$ cat config.mk
export PLATFORM = sky130hd
export DESIGN_NAME = imu_bias_cal
export DESIGN_NICKNAME = d
export VERILOG_FILES = /design/src/rtl/imu_pkg.sv /design/src/rtl/bias_axis.sv /design/src/rtl/imu_bias_cal.sv
export SDC_FILE = /design/constraint.sdc
export NUM_CORES = 1
export LEC_CHECK = 0
export ABC_AREA = 1
export CAP_MARGIN = 20
export CELL_PAD_IN_SITES_DETAIL_PLACEMENT = 1
export CELL_PAD_IN_SITES_GLOBAL_PLACEMENT = 2
export CORE_MARGIN = 10
export CORE_UTILIZATION = 30
export DETAILED_ROUTE_END_ITERATION = 6
export PLACE_DENSITY_LB_ADDON = 0.1
export SYNTH_ARGS = -nofsm -noshare
export SYNTH_HDL_FRONTEND = slang
export SYNTH_SLANG_ARGS = --single-unit
$ cat constraint.sdc
create_clock -name clk -period 2.55 [get_ports clk]
set_input_delay 0.51 -clock clk [delete_from_list [all_inputs] [get_ports clk]]
set_output_delay 0.51 -clock clk [all_outputs]
set_load 0.03 [all_outputs]
$ cat src/rtl/imu_pkg.sv
// Shared IMU definitions: sample width, calibration state encoding and the
// 17-to-16 bit saturating narrow used by every corrected axis.
package imu_pkg;

    localparam int IMU_W = 16;

    typedef enum logic [0:0] {
        CAL = 1'b0,
        RUN = 1'b1
    } state_t;

    localparam logic signed [IMU_W-1:0] SAT_MAX = 16'sh7fff;
    localparam logic signed [IMU_W-1:0] SAT_MIN = 16'sh8000;

    // Overflow exists exactly when the two top bits of the 17-bit value differ.
    function automatic logic signed [IMU_W-1:0] sat16(input logic signed [IMU_W:0] v);
        logic signed [IMU_W-1:0] r;
        if (v[IMU_W] != v[IMU_W-1]) begin
            r = v[IMU_W] ? SAT_MIN : SAT_MAX;
        end else begin
            r = v[IMU_W-1:0];
        end
        return r;
    endfunction

endpackage

$ cat src/rtl/bias_axis.sv
// One calibrated axis: sums 2^CAL_SAMPLES_LOG2 samples, latches their floored
// mean as the bias, and emits saturated (sample - bias) on request.
module bias_axis
    import imu_pkg::*;
#(
    parameter int CAL_SAMPLES_LOG2 = 6
) (
    input  logic                    clk,
    input  logic                    rst,
    input  logic                    acc_en,
    input  logic                    latch,
    input  logic                    clear,
    input  logic                    run_en,
    input  logic signed [IMU_W-1:0] sample,
    output logic signed [IMU_W-1:0] bias,
    output logic signed [IMU_W-1:0] corr
);

    localparam int ACC_W = IMU_W + CAL_SAMPLES_LOG2;

    logic signed [ACC_W-1:0] acc;
    logic signed [ACC_W-1:0] sum;
    logic signed [IMU_W:0]   diff;

    // Running sum including the current sample, and the 17-bit correction.
    always_comb begin
        sum  = acc + {{CAL_SAMPLES_LOG2{sample[IMU_W-1]}}, sample};
        diff = {sample[IMU_W-1], sample} - {bias[IMU_W-1], bias};
    end

    // Accumulator, bias latch and corrected-output register.
    always_ff @(posedge clk) begin
        if (rst) begin
            acc  <= '0;
            bias <= '0;
            corr <= '0;
        end else begin
            if (clear) begin
                acc <= '0;
            end else if (latch) begin
                // Dropping the low bits is the arithmetic shift: floor of the mean.
                bias <= sum[ACC_W-1:CAL_SAMPLES_LOG2];
                acc  <= '0;
            end else if (acc_en) begin
                acc <= sum;
            end
            if (run_en) begin
                corr <= sat16(diff);
            end
        end
    end

endmodule

$ cat src/rtl/imu_bias_cal.sv
// Gyro zero-rate bias calibration and correction stage after the SPI driver.
// Optional macro ACCEL_CAL_EN also calibrates accel_x/accel_y (accel_z never).
module imu_bias_cal
    import imu_pkg::*;
#(
    parameter int CAL_SAMPLES_LOG2 = 6
) (
    input  logic                    clk,
    input  logic                    rst,
    input  logic                    in_valid,
    input  logic signed [IMU_W-1:0] in_accel_x,
    input  logic signed [IMU_W-1:0] in_accel_y,
    input  logic signed [IMU_W-1:0] in_accel_z,
    input  logic signed [IMU_W-1:0] in_gyro_x,
    input  logic signed [IMU_W-1:0] in_gyro_y,
    input  logic signed [IMU_W-1:0] in_gyro_z,
    input  logic                    recal,
    output logic                    out_valid,
    output logic signed [IMU_W-1:0] out_accel_x,
    output logic signed [IMU_W-1:0] out_accel_y,
    output logic signed [IMU_W-1:0] out_accel_z,
    output logic signed [IMU_W-1:0] out_gyro_x,
    output logic signed [IMU_W-1:0] out_gyro_y,
    output logic signed [IMU_W-1:0] out_gyro_z,
    output logic                    cal_done,
    output logic signed [IMU_W-1:0] bias_gx,
    output logic signed [IMU_W-1:0] bias_gy,
    output logic signed [IMU_W-1:0] bias_gz
`ifdef ACCEL_CAL_EN
    ,
    output logic signed [IMU_W-1:0] bias_ax,
    output logic signed [IMU_W-1:0] bias_ay
`endif
);

    localparam int CNT_W = CAL_SAMPLES_LOG2;
    localparam logic [CNT_W-1:0] CNT_LAST = {CNT_W{1'b1}};

    state_t           state;
    logic [CNT_W-1:0] cnt;
    logic             take;
    logic             last;
    logic             acc_en;
    logic             latch;
    logic             run_en;

    // A recal in the same cycle swallows the sample entirely.
    always_comb begin
        take = in_valid & ~recal;
        last = (cnt == CNT_LAST);
        if (state == CAL) begin
            acc_en = take & ~last;
            latch  = take & last;
            run_en = 1'b0;
        end else begin
            acc_en = 1'b0;
            latch  = 1'b0;
            run_en = take;
        end
    end

    // Calibration state machine, sample counter and status outputs.
    always_ff @(posedge clk) begin
        if (rst) begin
            state     <= CAL;
            cnt       <= '0;
            cal_done  <= 1'b0;
            out_valid <= 1'b0;
        end else begin
            out_valid <= run_en;
            if (recal) begin
                state    <= CAL;
                cnt      <= '0;
                cal_done <= 1'b0;
            end else if (in_valid && state == CAL) begin
                if (last) begin
                    state    <= RUN;
                    cnt      <= '0;
                    cal_done <= 1'b1;
                end else begin
                    cnt <= cnt + CNT_W'(1);
                end
            end
        end
    end

    bias_axis #(.CAL_SAMPLES_LOG2(CAL_SAMPLES_LOG2)) u_gx (
        .clk(clk), .rst(rst), .acc_en(acc_en), .latch(latch), .clear(recal),
        .run_en(run_en), .sample(in_gyro_x), .bias(bias_gx), .corr(out_gyro_x)
    );
    bias_axis #(.CAL_SAMPLES_LOG2(CAL_SAMPLES_LOG2)) u_gy (
        .clk(clk), .rst(rst), .acc_en(acc_en), .latch(latch), .clear(recal),
        .run_en(run_en), .sample(in_gyro_y), .bias(bias_gy), .corr(out_gyro_y)
    );
    bias_axis #(.CAL_SAMPLES_LOG2(CAL_SAMPLES_LOG2)) u_gz (
        .clk(clk), .rst(rst), .acc_en(acc_en), .latch(latch), .clear(recal),
        .run_en(run_en), .sample(in_gyro_z), .bias(bias_gz), .corr(out_gyro_z)
    );

`ifdef ACCEL_CAL_EN
    bias_axis #(.CAL_SAMPLES_LOG2(CAL_SAMPLES_LOG2)) u_ax (
        .clk(clk), .rst(rst), .acc_en(acc_en), .latch(latch), .clear(recal),
        .run_en(run_en), .sample(in_accel_x), .bias(bias_ax), .corr(out_accel_x)
    );
    bias_axis #(.CAL_SAMPLES_LOG2(CAL_SAMPLES_LOG2)) u_ay (
        .clk(clk), .rst(rst), .acc_en(acc_en), .latch(latch), .clear(recal),
        .run_en(run_en), .sample(in_accel_y), .bias(bias_ay), .corr(out_accel_y)
    );

    // accel_z carries gravity, so it is only re-timed.
    always_ff @(posedge clk) begin
        if (rst) begin
            out_accel_z <= '0;
        end else if (run_en) begin
            out_accel_z <= in_accel_z;
        end
    end
`else
    // Accel pass-through with the same one-cycle latency as the gyro path.
    always_ff @(posedge clk) begin
        if (rst) begin
            out_accel_x <= '0;
            out_accel_y <= '0;
            out_accel_z <= '0;
        end else if (run_en) begin
            out_accel_x <= in_accel_x;
            out_accel_y <= in_accel_y;
            out_accel_z <= in_accel_z;
        end
    end
`endif

endmodule
Yosys cells after proc, flatten, opt, wreduce, memory -nomap -nowiden. Cells that the tools add are included.

Memories kept: 0. RAM bits: 0. Register bits after elaboration: 218. ROM bits: 0. Bits in latches: 0. Input port bits: 100. Output and inout port bits: 146. Word-level logic and storage cells: 47.

Eq/ne operators: 4. Reduce and logical (&&, ||, !) cells: 5. Shift-type cells: 0. Muxes and demuxes: 10. Magnitude comparators: 0. Multipliers: 0. Add/sub/neg operators: 7. Bitwise logic cells: 6. Div/mod/pow operators: 0.

Operator list (number): $mux W16 (6); $add A22 B22 Y22 (3); $sub A16 B16 Y17 (3); $add A6 B1 Y6 const B (1); $eq A6 B6 Y1 const B (1); $mux W6 (1); $reduce_and A2 Y1 (2); $and A1 B1 Y1 (3); $mux W1 (3); $ne A1 B1 Y1 (3); $not A1 Y1 (3); $reduce_or A3 Y1 (1); $reduce_or A2 Y1 (1); $logic_and A1 B1 Y1 (1).

Depth between registers and ports, before layout.
Depth in word-level cells: 5. Depth in mapped cells: 16. Depth with buffers taken out: 16.

Modules after synthesis. A second synthesis with hierarchy kept.

Cells, all modules: 2302. Area total of the unflattened synthesis: 15077.0 um^2.

By module, submodules not included: bias_axis at u_gx ... (cells an instance 678, instances 2, area each 4371.7 um^2, seq. area each 1081.0 um^2); bias_axis at u_gz (cells an instance 682, instances 1, area each 4267.8 um^2, seq. area each 1081.0 um^2); imu_bias_cal (cells an instance 264, instances 1, area each 2065.7 um^2, seq. area each 1121.1 um^2).

Worst setup path before layout. No wires, ideal clock.

Path kind: register to register. Start point: reg u_gx.bias[0]. End point: reg u_gx.corr[0]. Buffers on the path: 1. Arrival time: 2.163 ns. Required time: 2.430 ns. Path slack: 0.267 ns. Stages on the path, launching flop included: 15. Library setup time: 0.120 ns. Clock period less this slack: 2.283 ns. Cell sequence: dfxtp_1 ha_1 inv_1 fa_1 nand3_1 nand3_1 nand2_1 nand2_1 nand2_1 nand2_1 nand2_1 nand2_2 a21oi_4 buf_6 a21oi_1.

Longest elaborated chain between the ends: 3. Elaborated cells between the ends (all ways): 4. Classes of those cells: add/sub: 1; eq/ne: 1; mux: 2.

Ends and longest elaborated chain: start: declaration (RTL line bias_axis.sv:15) `output logic signed [IMU_W-1:0] bias,`; start signal: assignment (RTL line bias_axis.sv:42) `bias <= sum[ACC_W-1:CAL_SAMPLES_LOG2];`; $sub A16 B16 Y17 (*) (RTL line bias_axis.sv:28) `diff = {sample[IMU_W-1], sample} - {bias[IMU_W-1], bias};`; $mux W16 / $ne A1 B1 Y1 (equally long branches) (RTL line imu_pkg.sv:19, imu_pkg.sv:18); $mux W16 (*) (RTL line imu_pkg.sv:18) `if (v[IMU_W] != v[IMU_W-1]) begin`; end signal: assignment (RTL line bias_axis.sv:48) `corr <= sat16(diff);`; end: declaration (RTL line bias_axis.sv:16) `output logic signed [IMU_W-1:0] corr`.

Every way passes the cells marked *; elsewhere a longest branch is shown, timed or not. A chain may end at the register's enable or synchronous reset.

Final worst setup path.
Start point: in in_gyro_x[0]. End point: reg u_gx.bias[12].

Longest elaborated chain between the ends: 1.

Ends and longest elaborated chain: start: declaration (RTL line imu_bias_cal.sv:14) `input logic signed [IMU_W-1:0] in_gyro_x,`; $add A22 B22 Y22 (RTL line bias_axis.sv:27) `sum = acc + {{CAL_SAMPLES_LOG2{sample[IMU_W-1]}}, sample};`.

No other way between the ends.

==> impl_results.md <==
- Synth async-reset ratio: 0%
- Post-synth EDFFs: 0
- Synth warn: 0
- # clock sinks: 218
- Clock Latency Late Sink: 0.56 ns
- Critical path required time: approximately 3.0 ns
- Die width: 240.9 um
- Storage cell area: 4364 um2
- Cts bufs inserted: 29
- Minimum clock period: 2.381 ns
- Clock power frac: between 40% and 50%
- Met3 Use GR: 3.513%
- Combinational family with the most area after synthesis: simple AND/OR/NAND/NOR gates
- Count of cell types in the netlist: 46
- Sw Pwr: 0.002713 W
- Placement Setup Slack: -0.4659 ns
- Tot Pwr: 0.009715 W
- Actual slew at the worst max-slew pin: 0.6191 ns
- Fin nets: 3030
- 1st-iter DRT viols: 761
- Pre-antenna DRT Iters: 5
- Most used cell, CP: nand2_1
- Dpl cells: 3393
- DRC violations left: 0
- Slew HR: 58.67%
- Status: finished clean
- Cell Int Power: 0.007002 W
- Crit end category: register
- Cells after Synth: 2205
- Starting Density: 30.52%
- Post-synthesis compound-gate area fraction: 17.49%
- Number of synthesized register bits: 218
- Mux contribution to synthesized area: 0%
- Xor-xnor portion of the synthesized cell area: 3.651%
- Grt total ovfl: 0
- GRT Overall Usage: 20.97%
- Fillers: approximately 6200
- Global placer's final weighted congestion: about 0.9
- Arrival @ worst endpoint: roughly 2.8 ns
- Vias: 16655
- Unrepaired setup endpoints after global routing: false
- CTS tree: built
- Logic pwr share: 21.0%
- Critical path fanouts, max: 3
- Seq/Total Area, Yosys: between 20% and 30%
- Slew Viols, Final: 0
- Worst Hold Class: in2reg
- IO Count: 246
- Post-Route WL: 62390 um
- H-tree lvl count: 1
- Gr busiest metal: met2
- Net Sw Frac: 27.92%
- Synth Area in Adders: about a tenth
- Number of global-route vias before repair: 17125
- Post-route setup slack: around 0.17 ns
- Period utilisation layout: 93.36%
- Post-route ant nets: 0
- Simple-gate share of the synthesized area: 28.67%
- Fmax: around 420 MHz
- Cell Rows: 80
- Critical-path top delay cell: clkdlybuf4s50_1
- Vias per cell: 4.829
- Reg power frac: a little over a third
- Initial antenna violation count: 4
- Post-synth net total: 2423
- Max cap viols: 0
- Clock root cell: clkbuf_16
- Core ar.: ~48000 um2
- Worst setup SP type: input pin
- Non-Filler Instances: 3449
- Lkg Pwr: 10.45 nW
- Number of port buffers: between 200 and 250
- Die area: 58010 um2
- Share of layout cells above drive strength 1: 18.23%
- Critical Path, Cell by Cell: clkdlybuf4s50_1 > ha_1 > inv_1 > fa_1 > nand3b_1 > nor2_2 > buf_4 > nand2_1 > nand2_1 > nand3b_1 > nand3_1 > nand3_1 > nand2_1 > inv_1
- Die height: 240.9 um
- First-pass GRT wire length: 96810 um
- P&R area growth vs syn: 47.57%
- Synth Area per Inst: 6.637 um2
- Max VDD drop: about 450 uV
- Largest stage delay on the critical path: 0.49 ns
- Main synth FF type: dfxtp_1
- HPWL Detailed: 51390 um
- Layout Utilization: 45.04%
- Largest net degree at the start of global routing: 61
- Hold buffers post-CTS: 0
- Routed length per instance: ~18 um
- PD cells: 449.9 nW/um2
- Final setup fails: 0
- GR Util met1: approximately 29%
- M2 GR Usage: between 30% and 40%
- Multi-input gate area: between 8000 and 9000 um2
- Setup CP Type: in2reg
- Setup Skew: a little under 0.01 ns
- Synth Cell Area: approximately 15000 um2
- Max Root-Sink Buffers: 3
- Final Hold Fails: 0
- Clock-pin slew on the worst setup and hold paths: 0.06 ns
kinds of logic after synthesis:
logic type | count (synthesis)
xor+xnor | 61
flops | 218
buf+inv | 364
simple gates | 992
compound gates | 452
fa+ha+maj | 118
final cells by class:
cell class	count	area share [%]
antenna	3	0.03476
sequential	218	20.21
timing repair buffer	642	25.65
clock buffer	45	4.009
clock inverter	5	0.4635
inverter	298	5.185
multi-input combinational	1623	40.88
tap	615	3.563
metrics by stage:
stage | setup TNS, ns | hold WS (ns) | instance area (um2)
final | 0 | 0.2419 | 21600
after global routing | 0 | 0.2492 | 21590
after CTS | 0 | 0.2049 | 21540
after detailed placement | -39.71 | 0.4667 | 20570
after global placement | -32.49 | 0.4566 | 20570
after floorplan | 0 | 0.4477 | 14630
synth_stat cells, types with 13 or more instances:
| master | n | area (um2) |
|---|---|---|
| a21oi_2 | 27 | 236.5 |
| nand2_2 | 14 | 87.58 |
| o21bai_1 | 13 | 97.59 |
| xor2_1 | 33 | 289.0 |
| xnor2_1 | 28 | 245.2 |
| nand2_1 | 429 | 1610 |
| dfxtp_1 | 218 | 4364 |
| a21oi_1 | 180 | 900.9 |
| nor3_1 | 23 | 115.1 |
| nand4_1 | 14 | 87.58 |
| nand3_1 | 164 | 820.8 |
| inv_1 | 292 | 1096 |
| o211ai_1 | 15 | 112.6 |
| a21o_1 | 16 | 120.1 |
| nor2_1 | 310 | 1164 |
| ha_1 | 112 | 1401 |
| buf_2 | 20 | 100.1 |
| clkbuf_1 | 31 | 116.4 |
| o21ai_0 | 170 | 850.8 |
repair_timing:
item                       4_1_cts  5_1_grt
gates resized for setup          0        4
setup endpoints to repair        0       25
setup buffers                    0        3
power groups by stage:
stage | clock network (W) | registers, W | logic (W)
2_1_floorplan | 0 | 0.00353 | 0.000977
6_report | 0.00420 | 0.00347 | 0.00204
5_1_grt | 0.00448 | 0.00347 | 0.00226
3_3_place_gp | 0 | 0.00354 | 0.00199
3_5_place_dp | 0 | 0.00354 | 0.00203
4_1_cts | 0.00435 | 0.00347 | 0.00204
per-layer routing:
| metal | vias to the layer above | share of wire [%] | wire, um |
|---|---|---|---|
| met5 | - | 0 | 0 |
| met4 | 0 | 1.3 | 840 |
| met3 | 53 | 5.3 | 3288 |
| met2 | 275 | 43 | 27080 |
| met1 | 7948 | 50 | 31180 |
| li1 | 8379 | - | - |
critical path: cells and delay by family:
family | cells | cell delay [ns]
adder cells (fa/ha/maj) | 2 | 0.59
buffers and inverters | 4 | 0.71
AND/OR/NAND/NOR | 8 | 1.01
cells in the final DEF (no fill, tap or decap), types with 8 or more instances in the layout:
master,netlist,routed
nand2_2,14,13
a21o_1,16,16
ha_1,112,112
clkdlybuf4s50_1,0,244
clkbuf_8,0,8
o21ai_0,170,170
clkbuf_16,0,29
xnor2_1,28,28
xor2_1,33,33
a21oi_2,27,28
a21oi_1,180,179
o21ai_2,8,8
dfxtp_1,218,218
clkbuf_1,31,8
nand3_1,164,164
buf_4,2,388
inv_1,292,290
nand2_1,429,429
o211ai_1,15,15
o21bai_1,13,13
buf_12,0,9
nor2_1,310,309
nand4_1,14,14
nor3_1,23,23
nand3b_1,8,8
worst paths after layout:
check	start	to	slack, ns	cells after the start
worst max-delay path	in_gyro_x[0]	u_gx.bias[12]	0.17	14
worst min-delay path	rst	u_gx.corr[2]	0.24	2
worst max register to register	u_gy.bias[10]	u_gy.corr[14]	0.24	13
worst min register to register	u_gx.corr[2]	u_gx.corr[2]	0.47	2
sequential cells by signal, summed over array words and instances (netlist names):
register     flops
cnt              6
out_accel_x     16
out_accel_y     16
out_accel_z     16
out_valid        1
state            1
u_gx.acc        22
u_gx.bias       16
u_gx.corr       16
u_gy.acc        22
u_gy.bias       16
u_gy.corr       16
u_gz.acc        22
u_gz.bias       16
u_gz.corr       16
Power figures use the tool's default switching activity.
==> RTL change (same settings) <==
Add a define of `ACCEL_CAL_EN`.
--- a/src/rtl/imu_bias_cal.sv
+++ b/src/rtl/imu_bias_cal.sv
@@ -2,2 +2,4 @@
 // Optional macro ACCEL_CAL_EN also calibrates accel_x/accel_y (accel_z never).
+`define ACCEL_CAL_EN
+
 module imu_bias_cal
Formal check against the unedited RTL (old outputs only; new: bias_ax and bias_ay): same outputs for any inputs over 10 cycles, from zero or initial values and one cycle with rst high; that may be too few to reach the edited logic, so the function may still have changed.
==> RTL change against the original RTL <==
Sequential share of layout area is 1.9 points lower. Wire length grew 53%. Area after synthesis up 49%. Count of clock-buffer cells in the layout is 17 higher. Clock power grew 47%. Power is 45% higher. Clock skew increased by 0.0096 ns. Fmax down 1.8%. Design area up 49%. Sequential cell count grew 76. Worst setup slack worse by 0.043 ns. Register-to-register slack lost 0.05 ns. Global-route usage up 1.2 points. Cell count is 52% higher. Critical endpoint is now u_gy.corr[2].
==> RTL change: results <==
critical_path:
  r2r_slack_ns: 0.19
  worstPathArrival_ns: 2.93
  r2r-end: "u_gy.corr[2]"
  regToRegStartpoint: "u_gy.bias[0]"
  critPathSlowestCell: "clkdlybuf4s50_1"
  reg2regPathDepth: 15
  cp_max_fo: 14
synthesis:
  yosysSeqAreaShare_pct: 27.0
  synthTopCellsByArea: "dfxtp_1 (27%), nand2_1 (13%), ha_1 (11%)"
  synthCells: 3379
  synth.distinct_cells: 44
  syn_nets: 3675
  synth_commonest_cells: "nand2_1 (756), inv_1 (481), nor2_1 (391)"
final_layout:
  layout.nets: 4568
  drive_gt1_share_pct: 18.8
routing:
  wl_per_cell_um: 18.2
  drt_iter0_drc: 948
  post_drt_via_cell_ratio: 4.85
  route.vias.total: 25500
placement:
  place_congestion: 0.894
  dp_slack_ns: -0.494
  portBuffers: 277
  hpwl_um: 78400
  place_area_um2: 30500
clock_network:
  numCtsBuffers: 42
  htreeDepth: 2
  worstSkewPairLatency_ns: 0.58
global_route:
  grt_pass1_vias: 27000
  grt_max_degree: 63
  antenna_found_initial: 1
  grt_pass1_wl_um: 149000
  track_usage_pct: 22.1
run_status:
  status: "completed"
power:
  ir_drop_mv: 0.410
  p_leak_nw: 15.9
timing:
  slew_headroom_pct: 43.7
  finClkSkew_ns: 0.0194
  clock.fmax_ghz: 0.413
hold_path:
  hold_end: "cnt[2]"
## RTL change: repair_timing
item / CTS / global route
setup endpoints to repair: 0 / 57
resized for setup: 0 / 7
buffers inserted: 0 / 4
## RTL change: how the worst max path moves through the flow
stage,start,endpoint,cells after the start
3_3_place_gp,in_gyro_x[0],u_gx.corr[14],16
4_1_cts,u_ay.bias[0],u_ay.corr[2],13
5_1_grt,in_gyro_y[0],u_gy.corr[2],17
2_1_floorplan,u_gx.bias[0],u_gx.corr[14],14
3_5_place_dp,in_gyro_x[0],u_gx.corr[3],16
6_report,in_gyro_y[0],u_gy.corr[2],17
## RTL change: critical path, delay by kind of cell
family	cells	cell delay, ns
and+or+nand+nor	10	0.97
buffers and inverters	4	0.79
adders and majority gates	2	0.53
AOI/OAI and AO/OA	1	0.12
## RTL change: power breakdown
part | switching (mW) | total, mW | internal [mW]
clock | 2.41 | 6.16 | 3.75
sequential | 0.0422 | 4.70 | 4.66
combinational | 1.74 | 3.24 | 1.50
total | 4.19 | 14.1 | 9.91
## RTL change: cell families (layout without fill, tap and decap cells)
group / Yosys count / in the layout / share of synthesized area, %
AND/OR/NAND/NOR: 1543 / 1543 / 29.6
AO/OA/AOI/OAI: 665 / 665 / 17.1
buffers and inverters: 577 / 1503 / 10.6
flip-flops: 294 / 294 / 27.0
adder cells (fa/ha/maj): 196 / 196 / 11.6
XOR/XNOR: 104 / 104 / 4.17
other: 0 / 1 / 0
## RTL change: per-layer routing
| layer | track usage [%] | vias up | share of wire (%) |
|---|---|---|---|
| met4 | 6.41 | 0 | 2.8 |
| met2 | 38.7 | 412 | 48 |
| met1 | 27.6 | 12200 | 45 |
| met5 | 0 | - | 0 |
| met3 | 3.68 | 121 | 4.5 |
| li1 | - | 12800 | - |
## RTL change: cell type report
type                            instances  area share [%]
Inverter                              483            5.66
Multi-Input combinational cell       2508            42.6
Timing Repair Buffer                  943            25.2
Sequential cell                       294            18.3
Clock inverter                         15           0.421
Tap cell                              950            3.70
Antenna cell                            1         0.00780
Clock buffer                           62            4.08
## RTL change: through the flow
step	hold WS (ns)	setup TNS [ns]	util (%)
floorplan	0.468	0	-
detailed placement	0.458	-68.83	42.5
global route	0.446	0	44.7
global placement	0.451	-54.41	42.5
CTS	0.405	0	44.5
finish	0.427	0	44.7
